**config.mk**
```make
export PLATFORM = sky130hd
export DESIGN_NAME = tx_channel_arbiter_flat
export DESIGN_NICKNAME = d
export VERILOG_FILES = /design/src/rtl/tx_channel_arbiter_if.sv /design/src/rtl/tx_channel_arbiter.sv /design/src/flat_wrapper.sv
export SDC_FILE = /design/constraint.sdc
export NUM_CORES = 1
export LEC_CHECK = 0
export BUFFER_PORTS_ARGS = -buffer_cell sky130_fd_sc_hd__buf_2
export CORE_AREA = 2 2 217 219
export DETAILED_ROUTE_END_ITERATION = 12
export DIE_AREA = 0 0 219 221
export PLACE_DENSITY_LB_ADDON = 0.15
export SYNTH_ARGS = -nofsm -noshare
export SYNTH_HDL_FRONTEND = slang
export SYNTH_SLANG_ARGS = --single-unit
```
**constraint.sdc**
```tcl
create_clock -name clk -period 2.45 [get_ports clk]
set_input_delay 0.3675 -clock clk [delete_from_list [all_inputs] [get_ports clk]]
set_output_delay 0.3675 -clock clk [all_outputs]
set_load 0.01 [all_outputs]
```
**src/rtl/tx_channel_arbiter_if.sv**
```systemverilog
// Packet-stream bundle for tx_channel_arbiter: AW and AR packet inputs, merged tx output, packet counters.
// master = upstream sources plus downstream sink; slave = the arbiter.
interface tx_channel_arbiter_if;
  logic [127:0] aw_channel;
  logic [15:0]  aw_channel_keep;
  logic         aw_channel_last;
  logic [3:0]   aw_channel_connection_id;
  logic [12:0]  aw_channel_byte_num;
  logic         aw_channel_valid;
  logic         aw_channel_ready;

  logic [127:0] ar_channel;
  logic [15:0]  ar_channel_keep;
  logic         ar_channel_last;
  logic [3:0]   ar_channel_connection_id;
  logic [12:0]  ar_channel_byte_num;
  logic         ar_channel_valid;
  logic         ar_channel_ready;

  logic [127:0] tx_data;
  logic [15:0]  tx_keep;
  logic         tx_last;
  logic [3:0]   tx_connection_id;
  logic [12:0]  tx_byte_num;
  logic         tx_src;
  logic         tx_valid;
  logic         tx_ready;

  logic [31:0]  aw_pkt_cnt;
  logic [31:0]  ar_pkt_cnt;

  modport master (
    output aw_channel, aw_channel_keep, aw_channel_last, aw_channel_connection_id,
           aw_channel_byte_num, aw_channel_valid,
    input  aw_channel_ready,
    output ar_channel, ar_channel_keep, ar_channel_last, ar_channel_connection_id,
           ar_channel_byte_num, ar_channel_valid,
    input  ar_channel_ready,
    input  tx_data, tx_keep, tx_last, tx_connection_id, tx_byte_num, tx_src, tx_valid,
    output tx_ready,
    input  aw_pkt_cnt, ar_pkt_cnt
  );

  modport slave (
    input  aw_channel, aw_channel_keep, aw_channel_last, aw_channel_connection_id,
           aw_channel_byte_num, aw_channel_valid,
    output aw_channel_ready,
    input  ar_channel, ar_channel_keep, ar_channel_last, ar_channel_connection_id,
           ar_channel_byte_num, ar_channel_valid,
    output ar_channel_ready,
    output tx_data, tx_keep, tx_last, tx_connection_id, tx_byte_num, tx_src, tx_valid,
    input  tx_ready,
    output aw_pkt_cnt, ar_pkt_cnt
  );
endinterface

```
**src/rtl/tx_channel_arbiter.sv**
```systemverilog
// Packet-granular two-channel arbiter (AW/AR) merging into one registered tx stream.
// Define TX_ARB_PKT_CNT_EN to build the per-channel completed-packet counters.
module tx_channel_arbiter #(
  parameter int MAX_RUN = 4
) (
  input logic              clk,
  input logic              resetn,
  tx_channel_arbiter_if.slave bus
);

  typedef enum logic [1:0] {IDLE, AW_PKT, AR_PKT} state_t;

  localparam logic [3:0] RUN_LIMIT = 4'(MAX_RUN);

  state_t       state;
  logic         ptr;
  logic         last_src;
  logic [3:0]   run_cnt;
  logic         rdy_en;

  logic         tx_free;
  logic         win;
  logic         grant_aw;
  logic         grant_ar;
  logic         rdy_aw;
  logic         rdy_ar;
  logic         acc_aw_p0;
  logic         acc_ar_p0;
  logic         vld_p0;
  logic         src_p0;
  logic         last_p0;
  logic [127:0] data_p0;
  logic [15:0]  keep_p0;
  logic [3:0]   id_p0;
  logic [12:0]  bytes_p0;

  // Stage p0: grant, handshake and source select, all resolved combinationally
  always_comb begin
    tx_free = !bus.tx_valid || bus.tx_ready;
    if (bus.aw_channel_valid && bus.ar_channel_valid)
      win = (run_cnt >= RUN_LIMIT) ? ~last_src : ptr;
    else
      win = bus.ar_channel_valid;

    grant_aw = 1'b0;
    grant_ar = 1'b0;
    case (state)
      IDLE:    begin grant_aw = ~win; grant_ar = win; end
      AW_PKT:  grant_aw = 1'b1;
      AR_PKT:  grant_ar = 1'b1;
      default: ;
    endcase

    // rdy_en keeps both readys low until the first edge after reset release
    rdy_aw    = rdy_en && grant_aw && tx_free;
    rdy_ar    = rdy_en && grant_ar && tx_free;
    acc_aw_p0 = rdy_aw && bus.aw_channel_valid;
    acc_ar_p0 = rdy_ar && bus.ar_channel_valid;
    vld_p0    = acc_aw_p0 || acc_ar_p0;
    src_p0    = acc_ar_p0;

    if (acc_ar_p0) begin
      last_p0  = bus.ar_channel_last;
      data_p0  = bus.ar_channel;
      keep_p0  = bus.ar_channel_keep;
      id_p0    = bus.ar_channel_connection_id;
      bytes_p0 = bus.ar_channel_byte_num;
    end else begin
      last_p0  = bus.aw_channel_last;
      data_p0  = bus.aw_channel;
      keep_p0  = bus.aw_channel_keep;
      id_p0    = bus.aw_channel_connection_id;
      bytes_p0 = bus.aw_channel_byte_num;
    end
  end

  assign bus.aw_channel_ready = rdy_aw;
  assign bus.ar_channel_ready = rdy_ar;

  always_ff @(posedge clk or negedge resetn) begin
    if (!resetn) rdy_en <= 1'b0;
    else         rdy_en <= 1'b1;
  end

  // Stage p1: output register, loaded on acceptance and held while stalled
  always_ff @(posedge clk or negedge resetn) begin
    if (!resetn) begin
      bus.tx_valid         <= 1'b0;
      bus.tx_data          <= '0;
      bus.tx_keep          <= '0;
      bus.tx_last          <= 1'b0;
      bus.tx_connection_id <= '0;
      bus.tx_byte_num      <= '0;
      bus.tx_src           <= 1'b0;
    end else if (vld_p0) begin
      bus.tx_valid         <= 1'b1;
      bus.tx_data          <= data_p0;
      bus.tx_keep          <= keep_p0;
      bus.tx_last          <= last_p0;
      bus.tx_connection_id <= id_p0;
      bus.tx_byte_num      <= bytes_p0;
      bus.tx_src           <= src_p0;
    end else if (bus.tx_ready) begin
      bus.tx_valid         <= 1'b0;
    end
  end

  always_ff @(posedge clk or negedge resetn) begin
    if (!resetn) begin
      state    <= IDLE;
      ptr      <= 1'b0;
      last_src <= 1'b0;
      run_cnt  <= '0;
    end else begin
      case (state)
        IDLE:          if (vld_p0 && !last_p0) state <= src_p0 ? AR_PKT : AW_PKT;
        AW_PKT, AR_PKT: if (vld_p0 && last_p0) state <= IDLE;
        default:       state <= IDLE;
      endcase
      if (vld_p0 && last_p0) begin
        ptr      <= ~src_p0;
        last_src <= src_p0;
        if (src_p0 != last_src)  run_cnt <= 4'd1;
        else if (run_cnt != 4'hF) run_cnt <= run_cnt + 4'd1;
      end
    end
  end

`ifdef TX_ARB_PKT_CNT_EN
  logic [31:0] aw_cnt_q;
  logic [31:0] ar_cnt_q;

  // Counts completed packets as they leave the output register; wraps naturally
  always_ff @(posedge clk or negedge resetn) begin
    if (!resetn) begin
      aw_cnt_q <= '0;
      ar_cnt_q <= '0;
    end else if (bus.tx_valid && bus.tx_ready && bus.tx_last) begin
      if (bus.tx_src) ar_cnt_q <= ar_cnt_q + 32'd1;
      else            aw_cnt_q <= aw_cnt_q + 32'd1;
    end
  end

  assign bus.aw_pkt_cnt = aw_cnt_q;
  assign bus.ar_pkt_cnt = ar_cnt_q;
`else
  assign bus.aw_pkt_cnt = '0;
  assign bus.ar_pkt_cnt = '0;
`endif

endmodule
```
**src/flat_wrapper.sv**
```systemverilog
// flat-port wrapper written by rule: the top's interface ports become plain ports
module tx_channel_arbiter_flat 
#(
  parameter int MAX_RUN = 4
)
  (clk, resetn, bus_aw_channel, bus_aw_channel_keep, bus_aw_channel_last, bus_aw_channel_connection_id, bus_aw_channel_byte_num, bus_aw_channel_valid, bus_aw_channel_ready, bus_ar_channel, bus_ar_channel_keep, bus_ar_channel_last, bus_ar_channel_connection_id, bus_ar_channel_byte_num, bus_ar_channel_valid, bus_ar_channel_ready, bus_tx_data, bus_tx_keep, bus_tx_last, bus_tx_connection_id, bus_tx_byte_num, bus_tx_src, bus_tx_valid, bus_tx_ready, bus_aw_pkt_cnt, bus_ar_pkt_cnt);
  tx_channel_arbiter_if bus_i ();
  input logic clk;
  input logic resetn;
  input wire logic [$bits(bus_i.aw_channel)-1:0] bus_aw_channel;
  input wire logic [$bits(bus_i.aw_channel_keep)-1:0] bus_aw_channel_keep;
  input wire logic [$bits(bus_i.aw_channel_last)-1:0] bus_aw_channel_last;
  input wire logic [$bits(bus_i.aw_channel_connection_id)-1:0] bus_aw_channel_connection_id;
  input wire logic [$bits(bus_i.aw_channel_byte_num)-1:0] bus_aw_channel_byte_num;
  input wire logic [$bits(bus_i.aw_channel_valid)-1:0] bus_aw_channel_valid;
  output wire logic [$bits(bus_i.aw_channel_ready)-1:0] bus_aw_channel_ready;
  input wire logic [$bits(bus_i.ar_channel)-1:0] bus_ar_channel;
  input wire logic [$bits(bus_i.ar_channel_keep)-1:0] bus_ar_channel_keep;
  input wire logic [$bits(bus_i.ar_channel_last)-1:0] bus_ar_channel_last;
  input wire logic [$bits(bus_i.ar_channel_connection_id)-1:0] bus_ar_channel_connection_id;
  input wire logic [$bits(bus_i.ar_channel_byte_num)-1:0] bus_ar_channel_byte_num;
  input wire logic [$bits(bus_i.ar_channel_valid)-1:0] bus_ar_channel_valid;
  output wire logic [$bits(bus_i.ar_channel_ready)-1:0] bus_ar_channel_ready;
  output wire logic [$bits(bus_i.tx_data)-1:0] bus_tx_data;
  output wire logic [$bits(bus_i.tx_keep)-1:0] bus_tx_keep;
  output wire logic [$bits(bus_i.tx_last)-1:0] bus_tx_last;
  output wire logic [$bits(bus_i.tx_connection_id)-1:0] bus_tx_connection_id;
  output wire logic [$bits(bus_i.tx_byte_num)-1:0] bus_tx_byte_num;
  output wire logic [$bits(bus_i.tx_src)-1:0] bus_tx_src;
  output wire logic [$bits(bus_i.tx_valid)-1:0] bus_tx_valid;
  input wire logic [$bits(bus_i.tx_ready)-1:0] bus_tx_ready;
  output wire logic [$bits(bus_i.aw_pkt_cnt)-1:0] bus_aw_pkt_cnt;
  output wire logic [$bits(bus_i.ar_pkt_cnt)-1:0] bus_ar_pkt_cnt;
  assign bus_i.aw_channel = bus_aw_channel;
  assign bus_i.aw_channel_keep = bus_aw_channel_keep;
  assign bus_i.aw_channel_last = bus_aw_channel_last;
  assign bus_i.aw_channel_connection_id = bus_aw_channel_connection_id;
  assign bus_i.aw_channel_byte_num = bus_aw_channel_byte_num;
  assign bus_i.aw_channel_valid = bus_aw_channel_valid;
  assign bus_aw_channel_ready = bus_i.aw_channel_ready;
  assign bus_i.ar_channel = bus_ar_channel;
  assign bus_i.ar_channel_keep = bus_ar_channel_keep;
  assign bus_i.ar_channel_last = bus_ar_channel_last;
  assign bus_i.ar_channel_connection_id = bus_ar_channel_connection_id;
  assign bus_i.ar_channel_byte_num = bus_ar_channel_byte_num;
  assign bus_i.ar_channel_valid = bus_ar_channel_valid;
  assign bus_ar_channel_ready = bus_i.ar_channel_ready;
  assign bus_tx_data = bus_i.tx_data;
  assign bus_tx_keep = bus_i.tx_keep;
  assign bus_tx_last = bus_i.tx_last;
  assign bus_tx_connection_id = bus_i.tx_connection_id;
  assign bus_tx_byte_num = bus_i.tx_byte_num;
  assign bus_tx_src = bus_i.tx_src;
  assign bus_tx_valid = bus_i.tx_valid;
  assign bus_i.tx_ready = bus_tx_ready;
  assign bus_aw_pkt_cnt = bus_i.aw_pkt_cnt;
  assign bus_ar_pkt_cnt = bus_i.ar_pkt_cnt;
  tx_channel_arbiter #(.MAX_RUN(MAX_RUN)) u_core (.clk(clk), .resetn(resetn), .bus(bus_i));
endmodule
```
Word level (Yosys, flattened, before mapping)
Index checks and enable logic that the tools add are counted.
Word-level totals
  register bits after elaboration: 173
  logic and storage cells: 59
  output and inout port bits: 230
Operators by class
  bitwise operators: 3
  mux-type cells: 17
  reductions and logical operators: 19
  equal/unequal tests: 6
  $add $sub $neg: 1
  order comparisons: 1
Operators by type and width (number)
  two-way mux 128 bit: 1
  two-way mux 16 bit: 1
  two-way mux 13 bit: 1
  two-way mux 4 bit: 3
  logical AND 1 bit: 9
  two-way mux 2 bit: 3
  two-way mux 1 bit: 5
  adder 4 x 1 -> 4 bit, second input constant: 1
  >= comparator 4 x 3 -> 1 bit, second input constant: 1
  inequality test 2 x 1 -> 1 bit, second input constant: 2
  inequality test 4 bit, second input constant: 1
  case mux 1 bit (2 select lines): 2
  case mux 2 bit (2 select lines): 1
  AND reduction 2 bit: 2
  nonzero test 2 bit: 2
  NOT 1 bit: 3
  == test 2 x 1 -> 1 bit, second input constant: 1
  == test 2 bit, second input constant: 1
  logical NOT 1 bit: 2
  logical NOT 2 bit: 1
  logical OR 1 bit: 2
  OR reduction 2 bit: 1
  inequality test 1 bit: 1

Logic depth before layout (Yosys ltp)
Gate-level depths: netlist (run 1).
  depth after elaboration: 12
  depth in mapped cells: 10
  gate-level depth less buffers: 8

Worst setup path before layout (run 1)
OpenSTA, ideal clock, no wires.
  path type: reg-to-reg
  start point: register u_core.run_cnt[2]
  end point: register u_core.state[0]
  data required time: 2346 ps
  period minus slack after synthesis: 2058 ps
  setup time: 104 ps
  cell stages (with the launch flop): 7
  arrival: 1954 ps
  path slack: 392 ps
  cell sequence: dfrtp_1 -> nor4b_4 -> o31ai_2 -> a21oi_1 -> nand2_1 -> or4_1 -> a221oi_1
On the way
  cells in the longest elaborated chain, start to end: 12
RTL lines
  start: declaration: RTL line tx_channel_arbiter.sv:18  | logic [3:0] run_cnt;
  start signal: assignment: RTL line tx_channel_arbiter.sv:124  | else if (run_cnt != 4'hF) run_cnt <= run_cnt + 4'd1;
  >= comparator 4 x 3 -> 1 bit *: RTL line tx_channel_arbiter.sv:41  | win = (run_cnt >= RUN_LIMIT) ? ~last_src : ptr;
  two-way mux 1 bit *: RTL line tx_channel_arbiter.sv:41
  two-way mux 1 bit *: RTL line tx_channel_arbiter.sv:40  | if (bus.aw_channel_valid && bus.ar_channel_valid)
  NOT 1 bit *: RTL line tx_channel_arbiter.sv:48  | IDLE: begin grant_aw = ~win; grant_ar = win; end
  case mux 1 bit (2 select lines) *: RTL line tx_channel_arbiter.sv:47  | case (state)
  logical AND 1 bit * (2 in a row): RTL line tx_channel_arbiter.sv:55  | rdy_aw = rdy_en && grant_aw && tx_free;
  named net bus_aw_channel_ready: RTL line flat_wrapper.sv:16  | output wire logic [$bits(bus_i.aw_channel_ready)-1:0] bus_aw_channel_ready;
  logical AND 1 bit *: RTL line tx_channel_arbiter.sv:57  | acc_aw_p0 = rdy_aw && bus.aw_channel_valid;
  logical OR 1 bit *: RTL line tx_channel_arbiter.sv:59  | vld_p0 = acc_aw_p0 || acc_ar_p0;
  logical AND 1 bit (on tied branches): RTL line tx_channel_arbiter.sv:117, tx_channel_arbiter.sv:116
  inequality test 2 x 1 -> 1 bit (no source line)
  AND reduction 2 bit (no source line) *
  end signal: assignment: RTL line tx_channel_arbiter.sv:116  | IDLE: if (vld_p0 && !last_p0) state <= src_p0 ? AR_PKT : AW_PKT;
  end: declaration: RTL line tx_channel_arbiter.sv:15  | state_t state;
The timed path passes the listed nets; every way through them passes the cells marked *. The select of a mux whose other input is x is not followed.
A chain may end at the register's enable or synchronous reset.

Worst setup path after layout (run 1)
  start point: register u_core.state[0]
  end point: register u_core.bus.tx_data[99]
On the way
  cells in the longest elaborated chain, start to end: 6
RTL lines
  == test 2 bit (tied with other cells): RTL line tx_channel_arbiter.sv:47
  case mux 1 bit (2 select lines): RTL line tx_channel_arbiter.sv:47
  logical AND 1 bit (on tied branches) (2 in a row): RTL line tx_channel_arbiter.sv:56, tx_channel_arbiter.sv:55
  logical AND 1 bit (on tied branches): RTL line tx_channel_arbiter.sv:58, tx_channel_arbiter.sv:57
  two-way mux 128 bit or logical OR 1 bit (tied branches): RTL line tx_channel_arbiter.sv:62, tx_channel_arbiter.sv:59
  end signal: assignment: RTL line tx_channel_arbiter.sv:97  | bus.tx_data <= data_p0;
  end: declaration: RTL line tx_channel_arbiter_if.sv:51  | output tx_data, tx_keep, tx_last, tx_connection_id, tx_byte_num, tx_src, tx_valid,
Parallel ways exist; a longest one is shown, timed or not.

==> results of run 1 <==
## final timing paths
check	start	endpoint	slack [ns]	cells after the start
setup / recovery	u_core.state[0]	u_core.bus.tx_data[99]	0.12	9
hold reg to reg	u_core.bus.tx_src	u_core.bus.tx_src	0.50	1
max in group asynchronous	resetn	u_core.bus.tx_keep[7]	1.37	3
min in group asynchronous	resetn	u_core.bus.tx_data[33]	0.36	2
hold / removal	bus_ar_channel[43]	u_core.bus.tx_data[43]	0.09	3
setup reg to reg	u_core.state[0]	u_core.bus.tx_data[99]	0.12	9
## placed cells by master, fill, tap and decap left out, types with 2 or more instances in the layout
cell	count
nand3_1	5
clkinv_4	3
buf_12	14
inv_1	8
dfrtp_1	173
bufinv_16	3
clkinvlp_4	2
a21boi_1	2
or3_1	2
clkbuf_1	2
o21ai_1	70
a21oi_1	5
o21ai_0	97
clkinv_2	3
buf_2	493
nand2_1	173
clkbuf_16	20
buf_16	2
nor2_1	3
ha_1	4
buf_4	13
conb_1	65
mux2i_1	162
## area by class of cell
cell class                 count  area share (%)
clock buffer                  19            3.48
clock inverter                11            1.18
inverter                       8           0.242
multi-input combinational    610            30.0
sequential                   173            34.8
tap                          607            6.11
timing repair buffer         527            24.1
## cell families (layout without fill, tap and decap cells)
group | count (synthesis) | count (layout) | share of synthesized area, %
fa+ha+maj | 4 | 4 | 0.583
simple gates | 190 | 190 | 8.90
compound gates | 187 | 187 | 11.8
xor+xnor | 1 | 1 | 0.102
flops | 173 | 173 | 50.4
mux | 163 | 163 | 19.0
other cells | 2 | 65 | 0.0874
buf+inv | 127 | 565 | 9.16
## per-layer routing
metal | part of all wire (%) | vias to the layer above | global-route usage, %
li1 | - | 3748 | -
met1 | 41 | 3607 | 15.4
met2 | 49 | 305 | 21.6
met3 | 8.1 | 31 | 4.32
met4 | 1.4 | 6 | 4.05
met5 | 0.13 | - | 0
## sequential cells by signal, summed over array words and instances (netlist names)
name	flops
u_core.bus.tx_data	128
u_core.bus.tx_keep	16
u_core.bus.tx_byte_num	13
u_core.bus.tx_connection_id	4
u_core.run_cnt	4
u_core.state	2
u_core.bus.tx_last	1
u_core.bus.tx_src	1
u_core.bus.tx_valid	1
u_core.last_src	1
u_core.ptr	1
u_core.rdy_en	1
## metrics by stage
stage	instance area, um2	utilization (%)	setup WS, ns	TNS, ns
final	12400	27.0	0.120	0
after global routing	12400	27.0	-0.0255	-0.0351
after CTS	12300	26.7	0.00324	0
after detailed placement	11700	25.4	0.136	0
after global placement	11700	25.4	0.170	0
after floorplan	8830	-	0.392	0
## power by group
| part | total, mW | internal [mW] | switching [mW] |
|---|---|---|---|
| Clock | 2.84 | 1.59 | 1.26 |
| Sequential | 5.06 | 4.26 | 0.798 |
| Combinational | 5.99 | 2.67 | 3.32 |
| Total | 13.9 | 8.52 | 5.38 |
## worst reg2reg max path, cell delays in order, from the launching register on
cell,delay [ns]
dfrtp_1,0.41
inv_1,0.12
ha_1,0.26
inv_1,0.12
o31a_4,0.39
nor2_4,0.13
buf_12,0.15
buf_16,0.28
nand2_1,0.31
o21ai_0,0.09
## Yosys cell counts
library cell and count:
a22oi_1 1, or2_0 1, nor2_4 1, ha_1 4, nand4_1 1, a32o_1 1
o211a_1 1, o31ai_2 1, inv_1 8, mux2_2 1, o31a_4 1, nor4b_4 1
mux2i_1 162, conb_1 2, buf_2 29, buf_6 1, buf_4 71, a31oi_1 1
dfrtp_1 173, a21boi_1 2, nor3_1 1, a221oi_1 1, nor2_1 3, nand2_1 173
or3_1 2, a21oi_1 6, or4_1 1, o21ai_1 70, a211o_1 1, o211ai_4 1
xor2_1 1, o22ai_1 1, nand2b_1 1, nand3_1 5, clkbuf_1 18, o21ai_0 97
a211oi_2 1, a21o_1 1
## timing repair
item	CTS	global route
hold buffers	1	0
setup endpoints to repair	0	51
setup buffers	0	4
gates resized for setup	0	3
hold endpoints to repair	25	0
==> results.yml, run 1 <==
final_layout:
  nFillCells: 5092
  seq_area_mm2: 0.00433
  syn_to_final_growth_pct: 44.6
  multiInputGateArea_mm2: 0.00373
  n_antenna_cell: 0
  num-nets-final: 1670
  stdcell_count: 1955
  drive_above_1_share_pct: 41.7
yosys:
  ys_seq_area_share_pct: 50.4
  avgSynthCellArea_um2: 10.1
  yosysTopAreaCell: "dfrtp_1"
  ys_warn_count: 0
  syn_inst: 847
  yosysTopAreaCellShare_pct: 50.4
  ys_types: 38
  ys_ff_latch: 173
  synthTopCellsByArea: "dfrtp_1 (50%), mux2i_1 (19%), nand2_1 (7.6%), buf_4 (6.2%), o21ai_0 (5.7%)"
  synth_area_mm2: 0.00859
detailed_routing:
  postRouteAntennaNets: 0
  routed_wl_mm: 32.5
  drtIter0Drc: 357
  dr.pass1.iters: 4
  vias: 7697
  drc_errors: 0
  routed_via_density: 3.94
  routedWlPerCell_um: 16.6
timing:
  final_hold_viol_count: 0
  rsz0062_at_grt: "true"
  drv_slew: 0
  layout_min_cycle_time_ns: 2.33
  fin_crit_sh_pct: 95.1
  holdWs_ns: 0.0853
  setup_viol: 0
  max_freq_ghz: 0.429
  relSlewSlack_pct: 63.5
  clock_skew_ns: 0.0133
  tightest_slew_ns: 0.547
setup_path:
  worst_path_max_delay_cell: "dfrtp_1"
  crit_buf_inv: 4
  slowest_delay_ns: 0.41
  crit_fanout: 117
  crit_family: "buffers and inverters"
  worstSetupPathType: "reg -> reg"
  arrival_ns: 2.74
  startpoint_type: "register"
  worstPathRequired_ns: 2.86
  cp_cell_sequence: "inv_1, ha_1, inv_1, o31a_4, nor2_4, buf_12, buf_16, nand2_1, o21ai_0"
  cp_common_cell: "inv_1"
  endpoint_kind: "register"
power:
  p_per_area_mw_per_mm2: 1120
  p_leak_nw: 5.81
  peakVddDrop_mv: 0.374
  finalPower_mw: 13.9
floorplanning:
  die_area_mm2: 0.0484
  die_x_um: 219
  die_y_um: 221
  start_util_pct: 18.6
  rows: 79
  io_pins: 559
  core_mm2: 0.0461
global_routing:
  grt_util_all_layers_pct: 12.9
  grt_pass1_vias: 7813
  grt.overflow.total: 0
  grt_max_degree: 118
  antenna_found_initial: 5
  grt_pass1_wl_mm: 47.0
clocking:
  cts_htree_levels: 4
  insertion_delay_ns: 0.49
  root_buffer: "clkbuf_16"
  clk_pin_slew_ns: 0.07
  cts_tree: "yes"
  numCtsBuffers: 17
  clk_path_buf_depth: 2
  cts_sinks: 173
placement:
  dpl.hpwl_mm: 24.5
  dpl.cell_count: 1917
  place.gp.congestion: 0.791
  portBuffers: 494
run:
  drv_cap: 0
outcome:
  status: "finished, final reports clean"
worst_hold_path:
  hold_class: "in -> reg"
Note: power is estimated with default switching activity, not from simulation.
==> run 2: changes to the inputs <==
Settings changed: ABC_AREA from default to 1, CELL_PAD_IN_SITES_DETAIL_PLACEMENT from default to 2, CELL_PAD_IN_SITES_GLOBAL_PLACEMENT from default to 2, CORE_AREA 2 2 217 219 to 2 2 219 221, DIE_AREA 0 0 219 221 to 0 0 221 223.
==> run 2 against run 1 <==
Hold slack better by 0.048 ns; synthesized area is 4.5% higher; non-clock buffer count is 3 lower; cell area is 2.3% higher; first-iteration DRC count is 7.3% higher; utilization hardly changed; critical path depth stayed put; critical path type unchanged; die area is 1.8% higher; synthesized cell count is 22% higher.
==> results.yml, run 2 <==
outcome:
  status: "finished, final reports clean"
setup_path:
  worst_path_max_delay_cell: "dfrtp_1"
  cp_cell_sequence: "inv_1, ha_1, nand3_1, nand2_1, nand3_4, nand2_8, buf_12, o21ai_0, o21ai_0"
  worstSetupPathType: "reg -> reg"
  worstPathRequired_ns: 2.86
  cp_common_cell: "o21ai_0"
  slowest_delay_ns: 0.40
  arrival_ns: 2.60
  startpoint_type: "register"
  rr_endpoint: "u_core.bus.tx_data[98]"
  reg2reg_from: "u_core.state[1]"
  r2r_cells: 9
  crit_fanout: 54
  endpoint_kind: "register"
  r2r_slack_ns: 0.25
final_layout:
  largest_reg_flops: 128
  max_flop_register: "u_core.bus.tx_data"
  final_common_cell: "buf_2"
  layout_common_cells: "buf_2 (493), nand2_1 (196), dfrtp_1 (173), nor2_1 (166), o21ai_2 (150)"
  syn_to_final_growth_pct: 41.6
  num-nets-final: 1840
  drive_above_1_share_pct: 46.6
  top_regs: "u_core.bus.tx_data x128, u_core.bus.tx_keep x16, u_core.bus.tx_byte_num x13"
timing:
  setup_viol: 0
  tns_ns: 0
  clock_skew_ns: 0.00978
  fin_crit_sh_pct: 89.6
  tightest_slew_ns: 0.620
  worst_slack_ns: 0.254
  relSlewSlack_pct: 58.7
  max_freq_ghz: 0.455
  rsz0062_at_grt: "false"
  holdWs_ns: 0.133
  drv_slew: 0
  layout_min_cycle_time_ns: 2.20
  final_hold_viol_count: 0
yosys:
  synth_top_cells_by_count: "nand2_1 (196), dfrtp_1 (173), nor2_1 (166)"
  ys_seq_area_share_pct: 48.2
  synthTopCellsByArea: "dfrtp_1 (48%), o21ai_2 (15%), nand2_1 (8.2%), o21ai_0 (7.2%), nor2_1 (6.9%)"
  ys_types: 26
  synthFlopType: "dfrtp_1"
  synth-edff-count: 0
  yosysTopAreaCell: "dfrtp_1"
  synth_most_common_cell: "nand2_1"
  synth_area_mm2: 0.00898
  syn_inst: 1035
  ys_warn_count: 0
  ys_ff_latch: 173
  avgSynthCellArea_um2: 8.67
  async_reset_ff_share_pct: 100
  yosysTopAreaCellShare_pct: 48.2
detailed_routing:
  drc_errors: 0
  postRouteAntennaNets: 0
  dr.pass1.iters: 4
  routed_via_density: 4.17
  routedWlPerCell_um: 19.4
  drtIter0Drc: 383
  vias: 8926
  routed_wl_mm: 41.5
clocking:
  cts_sinks: 173
  insertion_delay_ns: 0.49
  numCtsBuffers: 17
  cts_tree: "yes"
  root_buffer: "clkbuf_16"
  clk_pin_slew_ns: 0.07
  cts_htree_levels: 4
  clk_path_buf_depth: 2
floorplanning:
  die_y_um: 223
  core_mm2: 0.0471
  io_pins: 559
  start_util_pct: 19.0
  die_x_um: 221
  die_area_mm2: 0.0493
  rows: 80
global_routing:
  grt_pass1_vias: 9830
  grt_max_degree: 83
  grt_pass1_wl_mm: 62.6
  grt.overflow.total: 0
  antenna_found_initial: 6
  grt_util_all_layers_pct: 16.9
power:
  power_frac_seq_pct: 34.9
  p_per_area_mw_per_mm2: 1110
  peakVddDrop_mv: 0.462
  p_leak_nw: 6.44
  sw_frac_of_total_pct: 41.0
  p_switching_mw: 5.79
  p_comb_share_pct: 43.2
  power_frac_clock_pct: 21.9
  p_int_mw: 8.33
worst_hold_path:
  whs_endpoint: "u_core.bus.tx_data[14]"
  hold_class: "in -> reg"
  whs_path_depth: 3
  hold_start: "bus_ar_channel[14]"
placement:
  portBuffers: 494
  place.gp.congestion: 0.764
  dpl.hpwl_mm: 31.2
  dp_slack_ns: 0.257
run:
  drv_cap: 0
[run 2: metrics by stage]
stage               instances  area, um2  utilization, %  power [mW]
floorplan                1098       9220               -        8.33
global placement         2102      12100            25.6        11.1
detailed placement       2102      12100            25.6        11.3
CTS                      2135      12700            26.9        14.5
global route             2137      12700            27.0        15.3
finish                   2138      12700            27.0        14.1
[run 2: metal layers]
layer	global-route usage, %	vias up	wire length, um
li1	-	4224	-
met3	5.36	40	2430
met2	29.0	299	20900
met5	0	-	35
met4	5.67	6	764
met1	20.1	4357	17400
[run 2: cell type report]
type / instances / area [um2]
Fill cell: 5534 / 34400
Sequential cell: 173 / 4330
Multi-Input combinational cell: 778 / 3990
Timing Repair Buffer: 524 / 2920
Tap cell: 615 / 769
Clock buffer: 22 / 474
Clock inverter: 10 / 161
Inverter: 13 / 58.8
Antenna cell: 3 / 7.51
[run 2: worst max path at each step]
stage                            from                   endpoint  slack, ns  depth (start not counted)
finish                u_core.state[1]     u_core.bus.tx_data[98]       0.25                          9
global placement    u_core.run_cnt[2]      u_core.bus.tx_keep[7]       0.31                          9
global route        u_core.run_cnt[2]  u_core.bus.tx_byte_num[9]      0.007                          9
CTS                   u_core.state[0]       bus_ar_channel_ready       0.17                          5
detailed placement  u_core.run_cnt[2]      u_core.bus.tx_data[0]       0.26                          9
floorplan             u_core.state[0]            u_core.state[0]       0.71                         13
[run 2: power groups by stage]
stage               sequential (mW)  combinational, mW  clock [mW]
CTS                            4.95               6.30        3.26
global route                   5.12               6.80        3.33
floorplan                      5.52               2.81           0
detailed placement             4.98               6.30           0
global placement               4.93               6.19           0
finish                         4.93               6.10        3.09
[run 2: critical path: cells and delay by family (launching register included)]
| kind | cells | cell delay (ns) |
|---|---|---|
| compound gates | 2 | 0.32 |
| fa+ha+maj | 1 | 0.23 |
| buf+inv | 2 | 0.38 |
| flops | 1 | 0.40 |
| simple gates | 4 | 0.64 |
[run 2: logic make-up (layout without fill, tap and decap cells)]
| kind of cell | after synthesis | after routing | share of synthesized area [%] |
|---|---|---|---|
| xor+xnor | 2 | 2 | 0.195 |
| other cells | 2 | 68 | 0.0836 |
| flops | 173 | 173 | 48.2 |
| buf+inv | 147 | 569 | 10.2 |
| fa+ha+maj | 4 | 4 | 0.557 |
| simple gates | 380 | 380 | 16.2 |
| compound gates | 327 | 327 | 24.5 |
[run 2: repair_timing]
action / 4_1_cts / 5_1_grt
hold endpoints to repair: 44 / 0
buffers inserted: 0 / 0
hold buffers: 1 / 0
resized for setup: 0 / 0
==> run 3: changes to the inputs <==
Settings changed: RECOVER_POWER from default to 50.
==> run 3 against run 2 <==
The run now ends with capacitance limit, slew limit left; sequential power about the same; power decreased by 1.0%; combinational power decreased by 3%; clock-buffer cell count unchanged; utilization decreased by 0.27 points; die area unchanged; fmax decreased by 0.12%; hold slack about the same; via count about the same; clock power about the same.
==> results.yml, run 3 (synthesis results as in run 2) <==
floorplanning:
  rows: 80
  start_util_pct: 19.0
  io_pins: 559
  core_mm2: 0.0471
  die_area_mm2: 0.0493
  die_x_um: 221
  die_y_um: 223
timing:
  drv_slew: 49
  holdWs_ns: 0.133
  fin_crit_sh_pct: 89.7
  relSlewSlack_pct: -7.97
  tns_ns: 0
  max_freq_ghz: 0.455
  rsz0062_at_grt: "false"
  setup_viol: 0
  tightest_slew_ns: 1.62
  final_hold_viol_count: 0
  layout_min_cycle_time_ns: 2.20
  clock_skew_ns: 0.0128
setup_path:
  worstPathRequired_ns: 2.86
  arrival_ns: 2.61
  worstSetupPathType: "reg -> reg"
  reg2reg_from: "u_core.state[0]"
  startpoint_type: "register"
  crit_fanout: 54
  r2r_cells: 9
  r2r_slack_ns: 0.25
  rr_endpoint: "u_core.bus.tx_data[98]"
  endpoint_kind: "register"
detailed_routing:
  dr.pass1.iters: 4
  routed_via_density: 4.18
  vias: 8932
  drc_errors: 0
  routed_wl_mm: 41.5
  routedWlPerCell_um: 19.4
  drtIter0Drc: 359
  postRouteAntennaNets: 0
run:
  drv_cap: 1
power:
  p_leak_nw: 6.16
  peakVddDrop_mv: 0.462
  p_per_area_mw_per_mm2: 1110
final_layout:
  drive_above_1_share_pct: 41.2
  layout_common_cells: "buf_2 (411), nand2_1 (196), dfrtp_1 (173), nor2_1 (166), o21ai_2 (150)"
  largest_reg_flops: 128
  num-nets-final: 1840
  final_common_cell: "buf_2"
  nFillCells: 5544
  syn_to_final_growth_pct: 40.1
  top_regs: "u_core.bus.tx_data x128, u_core.bus.tx_keep x16, u_core.bus.tx_byte_num x13"
  max_flop_register: "u_core.bus.tx_data"
clocking:
  cts_htree_levels: 4
  clk_pin_slew_ns: 0.08
  ctsResizeCount: 0
  cts_sinks: 173
  clk_path_buf_depth: 2
  insertion_delay_ns: 0.49
  root_buffer: "clkbuf_16"
  cts_tree: "yes"
  numCtsBuffers: 17
worst_hold_path:
  hold_start: "bus_ar_channel[14]"
  hold_class: "in -> reg"
  whs_path_depth: 3
  whs_endpoint: "u_core.bus.tx_data[14]"
global_routing:
  grt_max_degree: 83
  grt_util_all_layers_pct: 16.9
  antenna_found_initial: 6
  grt_pass1_vias: 9830
  grt.overflow.total: 0
  grt_pass1_wl_mm: 62.6
outcome:
  status: "complete, but fails checks"
  violations: "capacitance limit, slew limit"
placement:
  dpl.hpwl_mm: 31.2
  place.gp.congestion: 0.764
  portBuffers: 494
run 3: worst max-delay path by stage:
stage / from / endpoint / slack, ns
6_report: u_core.state[0] / u_core.bus.tx_data[98] / 0.25
5_1_grt: u_core.run_cnt[2] / u_core.bus.tx_byte_num[9] / 0.007
4_1_cts: u_core.state[0] / bus_ar_channel_ready / 0.17
3_5_place_dp: u_core.run_cnt[2] / u_core.bus.tx_data[0] / 0.26
3_3_place_gp: u_core.run_cnt[2] / u_core.bus.tx_keep[7] / 0.31
2_1_floorplan: u_core.state[0] / u_core.state[0] / 0.71
run 3: area by class of cell:
cell class              instances  area, um2  share of cell area, %
diodes                          3       7.51                 0.0597
clock buffers                  22        474                   3.77
clock inverters                10        161                   1.28
inverters                      13       58.8                  0.467
multi-input cells             778       3990                   31.7
flip-flops and latches        173       4330                   34.4
well taps                     615        769                   6.12
repair buffers                524       2790                   22.2
run 3: worst max-delay path, cell delays in order (launching register included):
cell and delay, ns:
dfrtp_1 0.41, inv_1 0.09, ha_1 0.23, nand3_1 0.13
nand2_1 0.14, nand3_4 0.19, nand2_8 0.18, buf_12 0.30
o21ai_0 0.16, o21ai_0 0.16
run 3: what timing repair did:
| action | CTS | global route |
|---|---|---|
| hold buffers | 1 | 0 |
| hold endpoints to repair | 44 | 0 |
| setup buffers | 0 | 0 |
run 3: report_power, final:
group	total [mW]	switching [mW]	internal (mW)
Combinational	5.93	3.75	2.17
Sequential	4.95	0.756	4.19
Clock	3.09	1.31	1.78
run 3: through the flow:
stage | area (um2) | util (%) | setup slack (ns) | power (mW) | cells
after floorplan | 9220 | - | 0.710 | 8.33 | 1098
after global placement | 12100 | 25.6 | 0.309 | 11.1 | 2102
after detailed placement | 12100 | 25.6 | 0.257 | 11.3 | 2102
after CTS | 12700 | 26.9 | 0.173 | 14.5 | 2135
after global routing | 12600 | 26.7 | 0.00681 | 15.1 | 2137
final | 12600 | 26.7 | 0.251 | 14.0 | 2138
run 3: metal layers:
metal  share of wire, %  vias up  wire (um)  track usage (%)
met5              0.084        -         35                0
met4                1.9        6        769             5.67
met3                6.1       40       2540             5.36
met2                 50      306      20900             29.0
met1                 42     4362      17300             20.1
li1                   -     4218          -                -
